### src/rtl/freq_meter_scan.sv
`default_nettype none
//==============================================================================
// Module   : freq_meter_scan
// Brief    : Gated frequency meter. It counts input edges over a fixed gate,
//            converts the count to BCD by shift-add-3, and scans the result
//            onto a multiplexed common-anode seven-segment display.
// Revision : 1.0 - initial release
//==============================================================================
module freq_meter_scan #(
    parameter int DIGITS      = 4,
    parameter int CNT_W       = 16,
    parameter int GATE_CYCLES = 50_000_000,
    parameter int SCAN_DIV    = 50_000
) (
    input  logic              FPGA_clk,
    input  logic              clr,
    input  logic              sig_in,
    input  logic              start,
    input  logic              cont,
    output logic              busy,
    output logic              ovf,
    output logic [DIGITS-1:0] ScanEn,
    output logic [7:0]        Dout
);

    function automatic logic [63:0] f_max_val(input int digits);
        logic [63:0] v;
        v = 64'd1;
        for (int i = 0; i < digits; i++) v = v * 64'd10;
        return v - 64'd1;
    endfunction

    function automatic logic [7:0] f_seg(input logic [3:0] d);
        logic [7:0] s;
        case (d)
            4'd0:    s = 8'hC0;
            4'd1:    s = 8'hF9;
            4'd2:    s = 8'hA4;
            4'd3:    s = 8'hB0;
            4'd4:    s = 8'h99;
            4'd5:    s = 8'h92;
            4'd6:    s = 8'h82;
            4'd7:    s = 8'hF8;
            4'd8:    s = 8'h80;
            4'd9:    s = 8'h90;
            default: s = 8'hFF;
        endcase
        return s;
    endfunction

    localparam int c_BCD_W  = 4 * DIGITS;
    localparam int c_IDX_W  = (DIGITS > 1) ? $clog2(DIGITS) : 1;
    localparam int c_GATE_W = (GATE_CYCLES > 1) ? $clog2(GATE_CYCLES) : 1;
    localparam int c_CONV_W = $clog2(CNT_W);
    localparam int c_DIV_W  = (SCAN_DIV > 1) ? $clog2(SCAN_DIV) : 1;

    localparam logic [63:0]         c_MAX_VAL   = f_max_val(DIGITS);
    localparam logic [c_GATE_W-1:0] c_GATE_LAST = c_GATE_W'(GATE_CYCLES - 1);
    localparam logic [c_CONV_W-1:0] c_CONV_LAST = c_CONV_W'(CNT_W - 1);
    localparam logic [c_DIV_W-1:0]  c_DIV_LAST  = c_DIV_W'(SCAN_DIV - 1);
    localparam logic [c_IDX_W-1:0]  c_IDX_LAST  = c_IDX_W'(DIGITS - 1);
    localparam logic [7:0]          c_SEG_DASH  = 8'hBF;
    localparam logic [7:0]          c_SEG_BLANK = 8'hFF;

    typedef enum logic [1:0] {
        S_IDLE = 2'd0,
        S_GATE = 2'd1,
        S_CONV = 2'd2,
        S_SHOW = 2'd3
    } state_t;

    state_t                r_state;
    state_t                w_state_next;
    logic                  r_sig_meta;
    logic                  r_sig_sync;
    logic                  r_sig_prev;
    logic                  w_edge;
    logic [CNT_W-1:0]      r_count;
    logic                  r_sat;
    logic [c_GATE_W-1:0]   r_gate_cnt;
    logic [c_CONV_W-1:0]   r_conv_cnt;
    logic [c_BCD_W-1:0]    r_bcd;
    logic [c_BCD_W-1:0]    w_bcd_adj;
    logic                  r_ovf_pend;
    logic                  w_gate_start;

    logic [c_BCD_W-1:0]    r_disp_bcd;
    logic                  r_disp_ovf;
    logic [c_BCD_W-1:0]    w_disp_bcd_next;
    logic                  w_disp_ovf_next;
    logic [c_DIV_W-1:0]    r_scan_div;
    logic [c_IDX_W-1:0]    r_scan_idx;
    logic [c_IDX_W-1:0]    w_idx_next;
    logic                  w_lead;
    logic                  w_blank;
    logic [3:0]            w_digit;
    logic [DIGITS-1:0]     w_scan_en_next;
    logic [7:0]            w_dout_next;
    logic [DIGITS-1:0]     r_scan_en;
    logic [7:0]            r_dout;

    assign w_edge       = r_sig_sync & ~r_sig_prev;
    assign w_gate_start = (w_state_next == S_GATE) && (r_state != S_GATE);

    always_comb begin
        w_state_next = r_state;
        case (r_state)
            S_IDLE: if (start) w_state_next = S_GATE;
            S_GATE: if (r_gate_cnt == c_GATE_LAST) w_state_next = S_CONV;
            S_CONV: if (r_conv_cnt == c_CONV_LAST) w_state_next = S_SHOW;
            S_SHOW: w_state_next = cont ? S_GATE : S_IDLE;
            default: w_state_next = S_IDLE;
        endcase
    end

    // Add-3 correction applied to every BCD nibble before each shift
    always_comb begin
        w_bcd_adj = r_bcd;
        for (int i = 0; i < DIGITS; i++) begin
            if (r_bcd[4*i +: 4] >= 4'd5)
                w_bcd_adj[4*i +: 4] = r_bcd[4*i +: 4] + 4'd3;
        end
    end

    always_ff @(posedge FPGA_clk or negedge clr) begin
        if (!clr) begin
            r_state    <= S_IDLE;
            r_sig_meta <= 1'b0;
            r_sig_sync <= 1'b0;
            r_sig_prev <= 1'b0;
            r_count    <= '0;
            r_sat      <= 1'b0;
            r_gate_cnt <= '0;
            r_conv_cnt <= '0;
            r_bcd      <= '0;
            r_ovf_pend <= 1'b0;
        end else begin
            r_state    <= w_state_next;
            r_sig_meta <= sig_in;
            r_sig_sync <= r_sig_meta;
            r_sig_prev <= r_sig_sync;

            if (w_gate_start) begin
                r_count    <= '0;
                r_sat      <= 1'b0;
                r_gate_cnt <= '0;
            end else if (r_state == S_GATE) begin
                r_gate_cnt <= r_gate_cnt + 1'b1;
                if (w_edge) begin
                    if (r_count == {CNT_W{1'b1}})
                        r_sat <= 1'b1;
                    else
                        r_count <= r_count + 1'b1;
                end
                if (w_state_next == S_CONV) begin
                    r_bcd      <= '0;
                    r_conv_cnt <= '0;
                end
            end else if (r_state == S_CONV) begin
                // Range check reads the count before its first shift
                if (r_conv_cnt == '0)
                    r_ovf_pend <= r_sat || (64'(r_count) > c_MAX_VAL);
                {r_bcd, r_count} <= {w_bcd_adj, r_count} << 1;
                r_conv_cnt       <= r_conv_cnt + 1'b1;
            end
        end
    end

    assign w_disp_bcd_next = (r_state == S_SHOW) ? r_bcd : r_disp_bcd;
    assign w_disp_ovf_next = (r_state == S_SHOW) ? r_ovf_pend : r_disp_ovf;
    assign w_idx_next      = (r_scan_div != c_DIV_LAST) ? r_scan_idx :
                             (r_scan_idx == c_IDX_LAST) ? '0 : r_scan_idx + 1'b1;

    // Segment and enable outputs are built from next-cycle values so both registers switch together
    always_comb begin
        w_lead  = 1'b1;
        w_digit = 4'd0;
        w_blank = 1'b0;
        for (int i = DIGITS - 1; i >= 0; i--) begin
            if (c_IDX_W'(i) == w_idx_next) begin
                w_digit = w_disp_bcd_next[4*i +: 4];
                w_blank = w_lead && (i != 0) && (w_disp_bcd_next[4*i +: 4] == 4'd0);
            end
            if (w_disp_bcd_next[4*i +: 4] != 4'd0) w_lead = 1'b0;
        end
    end

    always_comb begin
        w_scan_en_next = '1;
        for (int i = 0; i < DIGITS; i++) begin
            if (c_IDX_W'(i) == w_idx_next) w_scan_en_next[i] = 1'b0;
        end
    end

    assign w_dout_next = w_disp_ovf_next ? c_SEG_DASH :
                         w_blank         ? c_SEG_BLANK : f_seg(w_digit);

    always_ff @(posedge FPGA_clk or negedge clr) begin
        if (!clr) begin
            r_disp_bcd <= '0;
            r_disp_ovf <= 1'b0;
            r_scan_div <= '0;
            r_scan_idx <= '0;
            r_scan_en  <= ~DIGITS'(1);
            r_dout     <= 8'hC0;
        end else begin
            r_disp_bcd <= w_disp_bcd_next;
            r_disp_ovf <= w_disp_ovf_next;
            r_scan_div <= (r_scan_div == c_DIV_LAST) ? '0 : r_scan_div + 1'b1;
            r_scan_idx <= w_idx_next;
            r_scan_en  <= w_scan_en_next;
            r_dout     <= w_dout_next;
        end
    end

    assign busy   = (r_state != S_IDLE);
    assign ovf    = r_disp_ovf;
    assign ScanEn = r_scan_en;
    assign Dout   = r_dout;

endmodule
`default_nettype wire

### config.mk
export PLATFORM = sky130hd
export DESIGN_NAME = freq_meter_scan
export DESIGN_NICKNAME = d
export VERILOG_FILES = /design/src/rtl/freq_meter_scan.sv
export SDC_FILE = /design/constraint.sdc
export NUM_CORES = 1
export LEC_CHECK = 0
export BUFFER_PORTS_ARGS = -buffer_cell sky130_fd_sc_hd__buf_2
export CORE_MARGIN = 4
export CORE_UTILIZATION = 40
export CTS_BUF_LIST = sky130_fd_sc_hd__clkbuf_8
export DETAILED_ROUTE_END_ITERATION = 6
export PLACE_DENSITY = 0.57
export SETUP_SLACK_MARGIN = 0.1
export SYNTH_ARGS = -nofsm -noshare
export SYNTH_HDL_FRONTEND = slang
export SYNTH_SLANG_ARGS = --single-unit
### constraint.sdc
create_clock -name FPGA_clk -period 8.9 [get_ports FPGA_clk]
set_clock_uncertainty 0.1 [all_clocks]
set_input_delay 1.335 -clock FPGA_clk [delete_from_list [all_inputs] [get_ports FPGA_clk]]
set_output_delay 1.335 -clock FPGA_clk [all_outputs]
set_load 0.02 [all_outputs]
==> results by stage, run 1 <==
Yosys:
- After synthesis, the largest family of logic cells by area is simple AND/OR/NAND/NOR gates.
- In this run, synthesis produced a sequential element count of 115.
- The mean instance size in the synthesized netlist is 9.74 um2.
- Counting flops with a built-in enable in the synthesized netlist gives 0.
- The net count after synthesis is 664.
- The share of synthesized flip-flops with an asynchronous set or reset is 100%.
- During synthesis, Yosys emitted a total of 0 warnings.
- Of the total synthesized cell area, the portion taken by full adders, half adders and majority gates is 5.07%.
- The synthesized netlist devotes 15.6% of its cell area to compound gates.
- Of the total synthesized cell area, the portion taken by XOR and XNOR cells is 3.83%.
- The multiplexer share of the synthesized area is 4.70%.
- Synthesis produced 634 cells.
- In this run the cell area of the synthesized design comes to 6170 um2.
- The post-synthesis simple-gate area fraction is 20.2%.
- The most frequently used flop master after synthesis is sky130_fd_sc_hd__dfrtp_1.
- The share of the Yosys chip area taken by registers is 46.7%.
- The distinct cell type count of the synthesized netlist is 70.

Timing:
- Derived from the worst setup path, the maximum achievable clock frequency is 0.247 GHz.
- Across all hold checks on the routed design, the worst slack comes to 0.256 ns.
- The slew at the pin closest to its max-slew limit is 1.16 ns.
- The max-slew violation total from the final report is 0.
- The smallest clock period supported by the final layout is computed as 4.05 ns.
- The post-route setup TNS is 0 ns.
- The final setup slack of the worst path is 4.85 ns.
- The number of hold violations in the final report is 0.
- The worst pin sits at a relative slew slack of 22.0%.
- Setup repair after global routing left no endpoint under its margin.
- The final cycle utilization of the critical path is 45.5%.
- The number of endpoints failing setup at the final stage is 0.

Worst setup path:
- In this run the register-to-register setup slack is 4.85 ns.
- The maximum fanout encountered on the critical timing path is 22.
- At the worst endpoint, the arrival time is 4.27 ns.
- The end of the worst register-to-register path is r_bcd[0].
- The category of the most critical setup path is flip-flop to flip-flop.
- Measured in cells, the most critical reg-to-reg path has a length of 8.
- The capturing element type of the critical path is a flip-flop.
- The worst flop-to-flop path startpoint is r_state[1].
- The startpoint type of the worst setup path is a flip-flop.
- The critical path required time is 9.12 ns.

Min path:
- The startpoint identified for the worst hold timing path is r_sig_meta.
- The class of the worst hold path is flip-flop to flip-flop.
- Counting instances, the worst hold path has a depth of 0.
- The endpoint of the worst hold path is r_sig_sync.

Drt:
- The detailed-route wire length per cell is 15.8 um.
- The total vias in the final route is 4719.
- The detailed-route DRC error count is 0.
- After detailed routing, the number of vias per cell comes to 5.53.
- The routed design has 13500 um of wire.
- The number of optimization iterations in the first detailed-route pass is 5.
- The number of nets with antenna violations after routing is 0.
- The iteration-0 DRC count of the detailed router is 247.

Clock network:
- In this run, CTS created clock tree buffers numbering 17.
- The clock passes through at most 2 buffers.
- The level count of the clock H-tree is 4.
- Clock latency on the worst-skew pair, taken at its later pin, is 0.44 ns.
- The tree is rooted in a sky130_fd_sc_hd__clkbuf_8.
- The number of hold buffers added after CTS is 0.
- The sink count of the clock tree is 115.
- Post-CTS repair changed the size of 0 cells.
- After clock tree synthesis, the clock-pin slew on the worst setup and hold paths is 0.07 ns.
- TritonCTS built the clock tree.
- Once the clock tree was built, the setup fixing pass inserted 0 buffers.

Cells and area:
- The library cell used most frequently in the layout, excluding fill and tap cells, is sky130_fd_sc_hd__dfrtp_1.
- Cells with a size suffix above 1 make up 13.5% of the layout.
- The final layout contains 683 nets.
- The number of fill cells is 1434.
- The final antenna diode count is 0.
- The layout overhead on the synthesized area is 10.3%.
- Leaving out fill and tap cells, the most frequent cells in the layout are sky130_fd_sc_hd__dfrtp_1 (111), sky130_fd_sc_hd__o21ai_0 (65), sky130_fd_sc_hd__nand2_1 (49).

GRT:
- Entering global routing, the biggest net connects 82 pins.
- Global routing finished with a remaining overflow of 0.
- The wire length of the first global-routing pass is 23000 um.
- The initial antenna violation count is 0.
- The number of global-route vias before repair came to 4675.
- The overall track demand over capacity in global routing is 16.0%.

Floorplan:
- In this run the core area contains 45 standard-cell rows.
- The die covers 17500 um2.
- In this run the vertical extent of the chip is 132 um.
- The die is 132 um wide.
- The initial utilization of the core area, before any placement, comes to 40.8%.
- After floorplanning, the core was sized to cover 15100 um2.
- During I/O placement, the number of pins put on the boundary was 19.

Pwr:
- Per report_power, the sequential group accounts for 43.0% of the total.
- The analysis attributes to net switching a power of 600 uW.
- The switching power as a share of total power is 37.6%.
- The internal power is 995 uW.
- Combinational logic burns 27.8% of the power.
- Summed over all cells, the static leakage comes to 0.00290 uW.
- For this design the ratio of total power to cell area is 234 nW/um2.
- The maximum vdd drop is 0.0938 mV.
- Per report_power, the clock group accounts for 29.2% of the total.

Placement:
- The pre-CTS setup slack is 4.58 ns.
- The half-perimeter wire length after placement is 8980 um.
- The count of input and output buffers is 17.
- The global placement routability congestion is 0.798.

Run status:
- The flow ran to the end, and the final reports show no timing, DRC or antenna violations.

Flow run:
- The number of violations of the max-capacitance limit is 0.
-- Yosys cell counts (all sizes together), types with 3 or more instances --
master / instances / share of area [%]
dfrtp: 111 / 45
xnor2: 11 / 1.6
nand2b: 8 / 0.81
or4: 11 / 1.4
o211ai: 14 / 1.7
mux2i: 7 / 1.5
or3: 4 / 0.41
and4: 3 / 0.43
nor2: 40 / 2.4
dfstp: 4 / 1.7
and3: 12 / 1.2
a31oi: 7 / 0.71
xor2: 16 / 2.3
and2: 10 / 1.0
a21oi: 24 / 1.9
o21a: 4 / 0.49
clkbuf: 15 / 0.91
nor3: 9 / 0.81
mux2: 17 / 3.2
a211oi: 4 / 0.57
nor3b: 6 / 0.73
inv: 30 / 1.9
o31ai: 12 / 1.5
nand2: 49 / 3.0
nand3: 48 / 3.9
buf: 9 / 0.99
ha: 25 / 5.1
nand4: 11 / 1.1
or2: 3 / 0.30
o21ai: 66 / 5.4
a22oi: 4 / 0.49
nor4: 11 / 1.2
-- registers in the layout, indices dropped and copies added, names as in the netlist, 2 cells and up --
register and cells:
r_bcd 16, r_gate_cnt 26, r_disp_bcd 16, r_count 16, ScanEn 4, r_state 2
Dout 7, r_conv_cnt 4, r_scan_idx 2, r_scan_div 16
-- cell families (layout without fill, tap and decap cells) --
family / Yosys count / after routing
AO/OA/AOI/OAI: 154 / 154
AND/OR/NAND/NOR: 234 / 234
adder cells (fa/ha/maj): 25 / 25
flip-flops: 115 / 115
multiplexers: 24 / 24
XOR/XNOR: 27 / 27
buffers and inverters: 54 / 86
other: 1 / 1
-- cell type report --
cell class	count	area [um2]	area share [%]
multi-input combinational	465	3060	44.9
tap	188	235	3.46
inverter	30	118	1.73
clock buffer	18	248	3.64
timing repair buffer	24	140	2.06
sequential	115	2880	42.4
clock inverter	14	126	1.86
-- critical path, stage by stage (launching register included) --
cell	delay [ns]
sky130_fd_sc_hd__dfrtp_1	0.44
sky130_fd_sc_hd__ha_1	0.57
sky130_fd_sc_hd__and2_1	0.32
sky130_fd_sc_hd__nor3_1	0.36
sky130_fd_sc_hd__a21oi_1	0.19
sky130_fd_sc_hd__a31oi_1	0.91
sky130_fd_sc_hd__o21a_1	0.72
sky130_fd_sc_hd__nor2_1	0.08
sky130_fd_sc_hd__a31o_2	0.23
-- power by group through the flow --
stage / Combinational, uW / Sequential, uW / Clock (uW)
5_1_grt: 510 / 697 / 506
2_1_floorplan: 347 / 657 / 0
4_1_cts: 451 / 683 / 483
3_5_place_dp: 450 / 691 / 0
3_3_place_gp: 437 / 690 / 0
6_report: 443 / 685 / 466
-- metal layers --
layer / vias to the layer above / global-route usage, % / share of wire (%)
li1: 2346 / - / -
met1: 2295 / 21.2 / 49
met2: 58 / 25.3 / 46
met3: 20 / 3.97 / 2.7
met4: 0 / 6.52 / 2.2
met5: - / 0 / 0
-- through the flow --
stage / std cells / cell area (um2) / utilization (%) / power [uW]
2_1_floorplan: 634 / 6170 / - / 1000
3_3_place_gp: 822 / 6430 / 42.5 / 1130
6_report: 854 / 6810 / 44.9 / 1590
4_1_cts: 854 / 6810 / 44.9 / 1620
5_1_grt: 854 / 6810 / 44.9 / 1710
3_5_place_dp: 822 / 6430 / 42.5 / 1140
-- how the worst max path moves through the flow --
stage,from,end,slack (ns),cells past startpoint
global placement,cont,r_bcd[0],4.79,8
floorplan,r_scan_div[7],Dout[3],5.45,13
global route,r_state[1],r_bcd[3],4.45,8
finish,r_state[1],r_bcd[0],4.85,8
CTS,r_state[1],r_bcd[7],4.83,8
detailed placement,cont,r_bcd[11],4.58,8
(Power assumes the default switching activity.)
==> inputs of run 2 (changes only) <==
--- a/config.mk
+++ b/config.mk
@@ -5,12 +5,13 @@
 export SDC_FILE = /design/constraint.sdc
 export NUM_CORES = 1
 export LEC_CHECK = 0
+export ABC_AREA = 1
 export BUFFER_PORTS_ARGS = -buffer_cell sky130_fd_sc_hd__buf_2
 export CORE_MARGIN = 4
 export CORE_UTILIZATION = 40
 export CTS_BUF_LIST = sky130_fd_sc_hd__clkbuf_8
 export DETAILED_ROUTE_END_ITERATION = 6
-export PLACE_DENSITY = 0.57
+export PLACE_DENSITY = 0.59
 export SETUP_SLACK_MARGIN = 0.1
 export SYNTH_ARGS = -nofsm -noshare
 export SYNTH_HDL_FRONTEND = slang
==> constraint.sdc (replaced) <==
create_clock -name FPGA_clk -period 3.4 [get_ports FPGA_clk]
set_clock_uncertainty 0.1 [all_clocks]
set_input_delay 0.51 -clock FPGA_clk [delete_from_list [all_inputs] [get_ports FPGA_clk]]
set_output_delay 0.51 -clock FPGA_clk [all_outputs]
set_load 0.02 [all_outputs]
==> run 2 against run 1 <==
Compared with the run above:
- total power grew to 3.2 times the previous value
- synthesized cell count is 41% higher
- clock-buffer cell count is 1 higher
- flip-flop and latch count stayed put
==> results by stage, run 2 <==
GRT:
- The overall track demand over capacity in global routing is 15.6% (-0.42 points).
- The pin count of the biggest net entering global routing is 71 (-13%).
- The initial antenna violation count is 0 (unchanged).
- The wire length of the first global-routing pass is 25300 um (+9.8%).
- The number of global-route vias before repair is 5290 (+13%).
- The aggregate global routing overflow is 0 (unchanged).

Placement:
- The pre-CTS setup slack is 0.683 ns (-3.90 ns).
- The count of input and output buffers is 17 (unchanged).
- The global placement routability congestion was 0.824 (+3.3%).
- The half-perimeter wire length after placement came to 9720 um (+8.2%).

Worst setup path:
- The capturing element type of the critical path is a flip-flop.
- The largest delay contributor family on the critical path is simple AND/OR/NAND/NOR gates.
- The worst setup path is launched from a flip-flop.
- The maximum fanout encountered on the critical timing path is 21 (-4.5%).
- The category of the most critical setup path is flip-flop to flip-flop.
- The count of buffer and inverter cells on the critical path was 2 (+2).
- The critical path required time is 3.68 ns (-5.44 ns).
- The arrival time at the worst endpoint is 3.01 ns (-1.26 ns).
- The logic depth of the worst register-to-register path is 12 (+4).
- The cell repeated most along the worst path is sky130_fd_sc_hd__nand2_1.
- The worst stage delay on the critical path is 0.47 ns (-0.44 ns).
- The critical path's slowest cell is sky130_fd_sc_hd__ha_1.
- The total stage count of the critical path came to 12 (+4).
- In this run the critical register-to-register path is launched from r_state[1].
- In this run the worst setup path begins at r_state[1].
- Traced cell by cell, the critical path runs through inv_1 -> ha_1 -> nand2_1 -> inv_1 -> nand2_1 -> a21oi_4 -> nand3_2 -> nand2_2 -> nand2_2 -> nand2_2 -> nand2_1 -> nand2_1.

Clock network:
- The level count of the clock H-tree was 4 (unchanged).
- The clock insertion delay at the later pin of the skew report came to 0.45 ns (about the same).
- The cell sitting at the root of the clock tree is a sky130_fd_sc_hd__clkbuf_8.
- The clock slew seen by the registers of the worst setup and hold paths is 0.07 ns (about the same).
- The count of cells resized by post-cts repair is 0 (unchanged).
- The number of hold buffers added after CTS is 1 (+1).
- The sink count of the clock tree is 115 (unchanged).
- The number of CTS-inserted buffers was 17 (unchanged).
- TritonCTS built the clock tree.
- The maximum root-to-sink buffer count was 2 (unchanged).
- The number of setup buffers added after CTS is 0 (unchanged).

Floorplan:
- The overall die width is 138 um (+4.4%).
- The standard-cell row count is 47 (+4.4%).
- The area of the core is 16600 um2 (+9.5%).
- The vertical extent of the die came to 138 um (+4.4%).
- The effective utilization at floorplan is 40.8% (+0.065 points).
- The count of boundary I/O pins is 19 (unchanged).
- The die footprint was 19100 um2 (+9.1%).

Yosys:
- The post-synthesis adder-cell area fraction is 4.62% (-0.45 points).
- sky130_fd_sc_hd__nand2_1 is the most common cell in the netlist.
- The xor and xnor area share after synthesis came to 1.94% (-1.9 points).
- The post-synthesis cell area came to 6770 um2 (+9.7%).
- The synthesized-area fraction occupied by ao, oa, aoi and oai cells was 8.33% (-7.3 points).
- The area share of the largest cell type after synthesis is 41.0% (-4.0 points).
- The mean instance size in the synthesized netlist is 7.60 um2 (-22%).
- The distinct cell type count of the synthesized netlist came to 45 (-36%).
- The post-synthesis simple-gate area fraction was 33.3% (+13 points).
- The total of flip-flops plus latches after synthesis is 115 (unchanged).
- The fraction of the yosys area taken by sequential cells is 42.6% (-4.1 points).
- The number of enable-type register cells in the synthesized netlist is 0 (unchanged).
- The cell taking the most area after synthesis is sky130_fd_sc_hd__dfrtp_1.
- The multiplexer share of the synthesized area was 0% (-4.7 points).
- The instance count of the mapped netlist was 891 (+41%).
- In the synthesized netlist, the cells that appear most often are sky130_fd_sc_hd__nand2_1 (210), sky130_fd_sc_hd__inv_1 (112), sky130_fd_sc_hd__dfrtp_1 (111), sky130_fd_sc_hd__nor2_1 (86), sky130_fd_sc_hd__nand3_1 (79).
- The main combinational cell family by area after synthesis is simple AND/OR/NAND/NOR gates.
- Ranked by total cell area, the synthesized netlist is headed by sky130_fd_sc_hd__dfrtp_1 (41%), sky130_fd_sc_hd__nand2_1 (12%), sky130_fd_sc_hd__inv_1 (6.2%).
- The total of warnings raised by yosys came to 0 (unchanged).
- The share of synthesized flip-flops with an asynchronous set or reset came to 100% (unchanged).
- The net count after synthesis is 921 (+39%).
- The most frequently used flop master after synthesis is sky130_fd_sc_hd__dfrtp_1.

Timing:
- The clock period minus final worst setup slack is 2.72 ns (-1.32 ns).
- The number of endpoints failing setup at the final stage came to 0 (unchanged).
- The final setup slack of the worst path is 0.679 ns (-4.18 ns).
- The final cycle utilization of the critical path was 80.0% (+35 points).
- The maximum clock rate was 0.367 GHz (+49%).
- The worst-case headroom to the max-slew limit came to 58.7% (+37 points).
- The slew at the pin closest to its max-slew limit came to 0.620 ns (-0.536 ns).
- The max-slew violation total from the final report is 0 (unchanged).
- The number of hold violations in the final report is 0 (unchanged).
- The final hold slack is 0.0579 ns (-0.198 ns).
- The post-route setup TNS is 0 ns (unchanged).
- Setup repair after global routing left no endpoint under its margin.

Run status:
- The flow ran to the end, and the final reports show no timing, DRC or antenna violations.

Min path:
- In this run the most critical hold path is launched from sig_in.
- The class of the worst hold path is input port to flip-flop.
- The hold-critical path depth is 1 (+1).

Pwr:
- The internal power is 3120 uW (+210%).
- The power per cell area came to 687 nW/um2 (+190%).
- The clock network fraction of total power came to 28.5% (-0.7 points).
- The maximum vdd drop came to 0.422 mV (+350%).
- The fraction of power consumed by sequential logic is 36.0% (-7.0 points).
- The power share of the combinational group came to 35.5% (+7.7 points).
- The net switching power is 2040 uW (+240%).
- The switching power as a share of total power is 39.6% (+2.0 points).
- The leakage power is 0.00355 uW (+23%).

Cells and area:
- The proportion of layout cells with a drive suffix above 1 is 12.4% (-1.1 points).
- The flip-flop count of the largest register after layout came to 26 (unchanged).
- The final core utilization was 45.2% (+0.31 points).
- The layout overhead on the synthesized area is 10.8%.
- The final antenna diode count came to 0 (unchanged).
- The leading cell type in the layout, fill and taps excluded is sky130_fd_sc_hd__nand2_1.
- In the layout the commonest cells are sky130_fd_sc_hd__nand2_1 (210), sky130_fd_sc_hd__inv_1 (115), sky130_fd_sc_hd__dfrtp_1 (111).
- The register with the most flip-flops in the final layout is r_gate_cnt.
- The final net count is 939 (+37%).

Flow run:
- The number of violations of the max-capacitance limit is 0 (unchanged).

Drt:
- The detailed-route DRC error count was 0 (unchanged).
- The detailed-route wire length per cell is 12.4 um (-21%).
- The number of nets with antenna violations after routing is 0 (unchanged).
- The total vias in the final route is 5565 (+18%).
- The number of optimization iterations in the first detailed-route pass was 5 (unchanged).
- The routed wire length is 14200 um (+5.6%).
- The iteration-0 DRC count of the detailed router was 401 (+62%).
- The per-cell via count in the routed design is 4.87 (-12%).
-- run 2: cell families (layout without fill, tap and decap cells) --
group,count (synthesis),count (layout)
compound gates,103,103
xor+xnor,15,15
fa+ha+maj,25,25
buf+inv,149,180
flops,115,115
other cells,1,1
simple gates,483,483
-- run 2: worst paths after layout --
kind	to	slack, ns
max	r_bcd[13]	0.68
min	r_sig_meta	0.06
max reg2reg	r_bcd[13]	0.68
min reg2reg	r_sig_sync	0.26
max in group asynchronous	Dout[6]	1.85
min in group asynchronous	r_gate_cnt[15]	0.51
-- run 2: area by class of cell --
| type | instances | area (um2) |
|---|---|---|
| Clock buffer | 19 | 262 |
| Clock inverter | 13 | 191 |
| Fill cell | 1669 | 9080 |
| Inverter | 123 | 462 |
| Multi-Input combinational cell | 627 | 3270 |
| Sequential cell | 115 | 2880 |
| Tap cell | 220 | 275 |
| Timing Repair Buffer | 25 | 163 |
-- run 2: worst register-to-register path: cells and delay by family, from the launching register on --
family	cells	cell delay, ns
buffers and inverters	2	0.21
AOI/OAI and AO/OA	1	0.20
adders and majority gates	1	0.47
DFF	1	0.41
and+or+nand+nor	8	1.27
-- run 2: metal layers --
layer	GRT usage, %	share of wire, %	up-vias
met5	0	0	-
met1	21.9	51	2573
met3	3.90	3.2	18
met4	4.52	1.3	0
li1	-	-	2906
met2	24.0	45	68
-- run 2: power by group through the flow --
stage	clock network (uW)	logic, uW	registers [uW]
floorplan	0	1450	1880
global placement	0	1840	1880
detailed placement	0	1840	1880
CTS	1520	1850	1860
global route	1580	2110	1900
finish	1470	1830	1860
-- run 2: stage by stage --
stage	power (uW)	area, um2	std cells
floorplan	3330	6770	891
global route	5590	7500	1142
finish	5160	7500	1142
CTS	5230	7500	1142
detailed placement	3720	7040	1109
global placement	3720	7040	1109
==> inputs of run 3 (changes only) <==
--- a/config.mk
+++ b/config.mk
@@ -5,7 +5,7 @@
 export SDC_FILE = /design/constraint.sdc
 export NUM_CORES = 1
 export LEC_CHECK = 0
-export ABC_AREA = 1
+export ABC_AREA = 0
 export BUFFER_PORTS_ARGS = -buffer_cell sky130_fd_sc_hd__buf_2
 export CORE_MARGIN = 4
 export CORE_UTILIZATION = 40
==> constraint.sdc (replaced) <==
create_clock -name FPGA_clk -period 2.5 [get_ports FPGA_clk]
set_clock_uncertainty 0.1 [all_clocks]
set_input_delay 0.375 -clock FPGA_clk [delete_from_list [all_inputs] [get_ports FPGA_clk]]
set_output_delay 0.375 -clock FPGA_clk [all_outputs]
set_load 0.02 [all_outputs]
==> run 3 against run 2 <==
Compared with the run above:
- routed wire length rose by 14%
- design area grew 19%
- register-to-register slack lost 1.4 ns
- die area shrank 8.3%
- sequential share of layout area shrank 6.1 points
- setup slack worse by 1.4 ns
- highest routed layer unchanged
- worst hold slack improved by 0.19 ns
- the flow now finishes with violations (setup timing)
- clock-buffer cell count decreased by 1
- flip-flop and latch count unchanged
- first-iteration DRC count increased by 12%
==> results by stage, run 3 (same netlist as run 1, synthesis figures left out) <==
Cells and area:
- The final net count is 828 (-12%).
- The proportion of layout cells with a drive suffix above 1 was 42.5% (+30 points).
- The final core utilization is 58.9% (+14 points).
- The flip-flop count of the largest register after layout is 26 (unchanged).
- The register with the most flip-flops is r_gate_cnt.
- The number of fill cells is 1224 (-27%).
- Relative to the synthesized area, the layout overhead comes to 44.4%.
- The top cell types in the final layout, fill and taps aside, are sky130_fd_sc_hd__buf_4 (118), sky130_fd_sc_hd__dfrtp_1 (111), sky130_fd_sc_hd__nand2_1 (43).
- The final antenna diode count came to 0 (unchanged).
- The number of cells in the finished layout apart from fillers came to 999 (-13%).
- The library cell used most frequently in the layout, excluding fill and tap cells, is sky130_fd_sc_hd__buf_4.

Timing:
- Setup repair after global routing could not meet its margin everywhere.
- The worst-case headroom to the max-slew limit was 53.1% (-5.6 points).
- The number of hold violations in the final report is 0 (unchanged).
- The clock period minus final worst setup slack is 3.20 ns (+0.475 ns).
- The slew at the pin closest to its max-slew limit came to 0.704 ns (+0.0841 ns).
- The number of endpoints failing setup at the final stage came to 25 (+25).
- The maximum clock rate is 0.313 GHz (-15%).
- The max-slew violation total from the final report was 0 (unchanged).
- The final setup slack of the worst path came to -0.696 ns (-1.38 ns).
- The final cycle utilization of the critical path is 128% (+48 points).

Drt:
- The number of nets with antenna violations after routing came to 0 (unchanged).
- The routed wire length was 16200 um (+14%).
- The total vias in the final route is 5505 (-1.1%).
- The detailed-route DRC error count is 0 (unchanged).
- The detailed-route wire length per cell is 16.2 um (+30%).
- The number of optimization iterations in the first detailed-route pass is 7 (+2).
- The iteration-0 DRC count of the detailed router is 448 (+12%).
- The per-cell via count in the routed design is 5.51 (+13%).

Placement:
- The global placement routability congestion was 0.870 (+5.5%).
- The pre-CTS setup slack is -0.749 ns (-1.43 ns).
- The half-perimeter wire length after placement is 10400 um (+6.8%).
- The number of cells in the design after placement is 932 (-16%).
- The count of input and output buffers is 17 (unchanged).

Floorplan:
- The standard-cell row count came to 45 (-4.3%).
- The overall die width is 132 um (-4.3%).
- The area of the core came to 15100 um2 (-8.7%).
- The count of boundary I/O pins is 19 (unchanged).
- The effective utilization at floorplan is 40.8% (-0.065 points).
- The die footprint is 17500 um2 (-8.3%).
- The vertical extent of the die is 132 um (-4.3%).

Flow run:
- The number of violations of the max-capacitance limit is 0 (unchanged).

GRT:
- The wire length of the first global-routing pass is 26600 um (+5.5%).
- The initial antenna violation count is 0 (unchanged).
- The number of global-route vias before repair came to 5603 (+5.9%).
- The pin count of the biggest net entering global routing is 54 (-24%).
- The overall track demand over capacity in global routing was 18.4% (+2.8 points).
- The aggregate global routing overflow was 0 (unchanged).

Pwr:
- The maximum vdd drop is 0.512 mV (+21%).
- The leakage power is 0.00382 uW (+7.4%).
- The power per cell area is 851 nW/um2 (+24%).

Clock network:
- The number of CTS-inserted buffers is 17 (unchanged).
- The sink count of the clock tree came to 115 (unchanged).
- The clock slew seen by the registers of the worst setup and hold paths was 0.07 ns (about the same).
- TritonCTS built the clock tree.
- The maximum root-to-sink buffer count is 2 (unchanged).
- The root buffer cell chosen for the clock tree is sky130_fd_sc_hd__clkbuf_8.
- The level count of the clock H-tree is 4 (unchanged).
- The clock insertion delay at the later pin of the skew report is 0.44 ns (about the same).

Worst setup path:
- The category of the most critical setup path is flip-flop to flip-flop.
- Walking the worst path, the cells encountered are or4b_4 -> or4_4 -> mux2i_4 -> o211ai_1 -> and2_4 -> ha_4 -> or3_4 -> a211oi_4 -> a41oi_2.
- The startpoint type of the worst setup path is a flip-flop.
- The critical path required time was 2.70 ns (-0.98 ns).
- The capturing element type of the critical path is a flip-flop.
- The worst stage delay on the critical path is 0.54 ns (+0.07 ns).
- The largest individual stage delay along the critical path comes from the cell sky130_fd_sc_hd__or4b_4.
- The maximum fanout encountered on the critical timing path is 6 (-71%).
- The arrival time at the worst endpoint is 3.40 ns (+0.39 ns).

Run status:
- The checks that failed: setup timing.
- The flow ran to the end, but the final reports show violations.

Min path:
- The class of the worst hold path is flip-flop to flip-flop.
-- run 3: timing repair --
item	CTS	global route
gates resized for setup	107	98
hold endpoints to repair	47	0
setup endpoints to repair	69	65
cloned	5	0
pin swaps	31	38
hold buffers	2	0
buffers inserted	22	15
-- run 3: layer usage --
layer  vias to the layer above  share of wire [%]  track usage [%]
met1                      2744                 44             23.3
li1                       2648                  -                -
met5                         -                  0                0
met2                        79                 51             31.1
met3                        34                2.3             3.85
met4                         0                2.3             6.70
-- run 3: final timing paths --
kind | start | end | cells after the start | slack [ns]
max | r_scan_div[10] | Dout[3] | 9 | -0.70
min | r_sig_meta | r_sig_sync | 0 | 0.25
max reg2reg | r_scan_div[10] | Dout[3] | 9 | -0.70
min reg2reg | r_sig_meta | r_sig_sync | 0 | 0.25
max in group asynchronous | clr | r_bcd[3] | 3 | 1.23
min in group asynchronous | clr | r_gate_cnt[5] | 2 | 0.42
-- run 3: worst max-delay path, delay by kind of cell, from the launching register on --
| kind | cells | cell delay, ns |
|---|---|---|
| adder cells (fa/ha/maj) | 1 | 0.15 |
| flip-flops | 1 | 0.39 |
| AND/OR/NAND/NOR | 4 | 1.61 |
| multiplexers | 1 | 0.32 |
| AO/OA/AOI/OAI | 3 | 0.49 |
-- run 3: final cells by class --
cell class / instances / area [um2] / share of cell area [%]
multi-input combinational: 465 / 3820 / 42.9
sequential: 115 / 2880 / 32.3
timing repair buffer: 169 / 1460 / 16.4
clock buffer: 18 / 248 / 2.78
tap: 188 / 235 / 2.64
inverter: 30 / 134 / 1.50
clock inverter: 14 / 130 / 1.46
-- run 3: where the power goes --
| group | switching [uW] | internal [uW] | leakage, uW | total [uW] |
|---|---|---|---|---|
| Clock | 829 | 820 | 0.000178 | 1650 |
| Sequential | 300 | 2090 | 0.00148 | 2390 |
| Combinational | 1850 | 1700 | 0.00216 | 3540 |
| Total | 2970 | 4610 | 0.00382 | 7590 |
-- run 3: per-stage QoR --
step	area (um2)	total power [uW]	setup TNS (ns)	hold slack [ns]
after detailed placement	7400	4640	-9.73	0.235
after global placement	7400	4560	-8.04	0.233
after floorplan	6280	3660	-3.89	-0.0206
after global routing	8920	8030	-9.62	0.260
after CTS	8420	7080	-6.08	0.250
final	8920	7590	-6.23	0.248
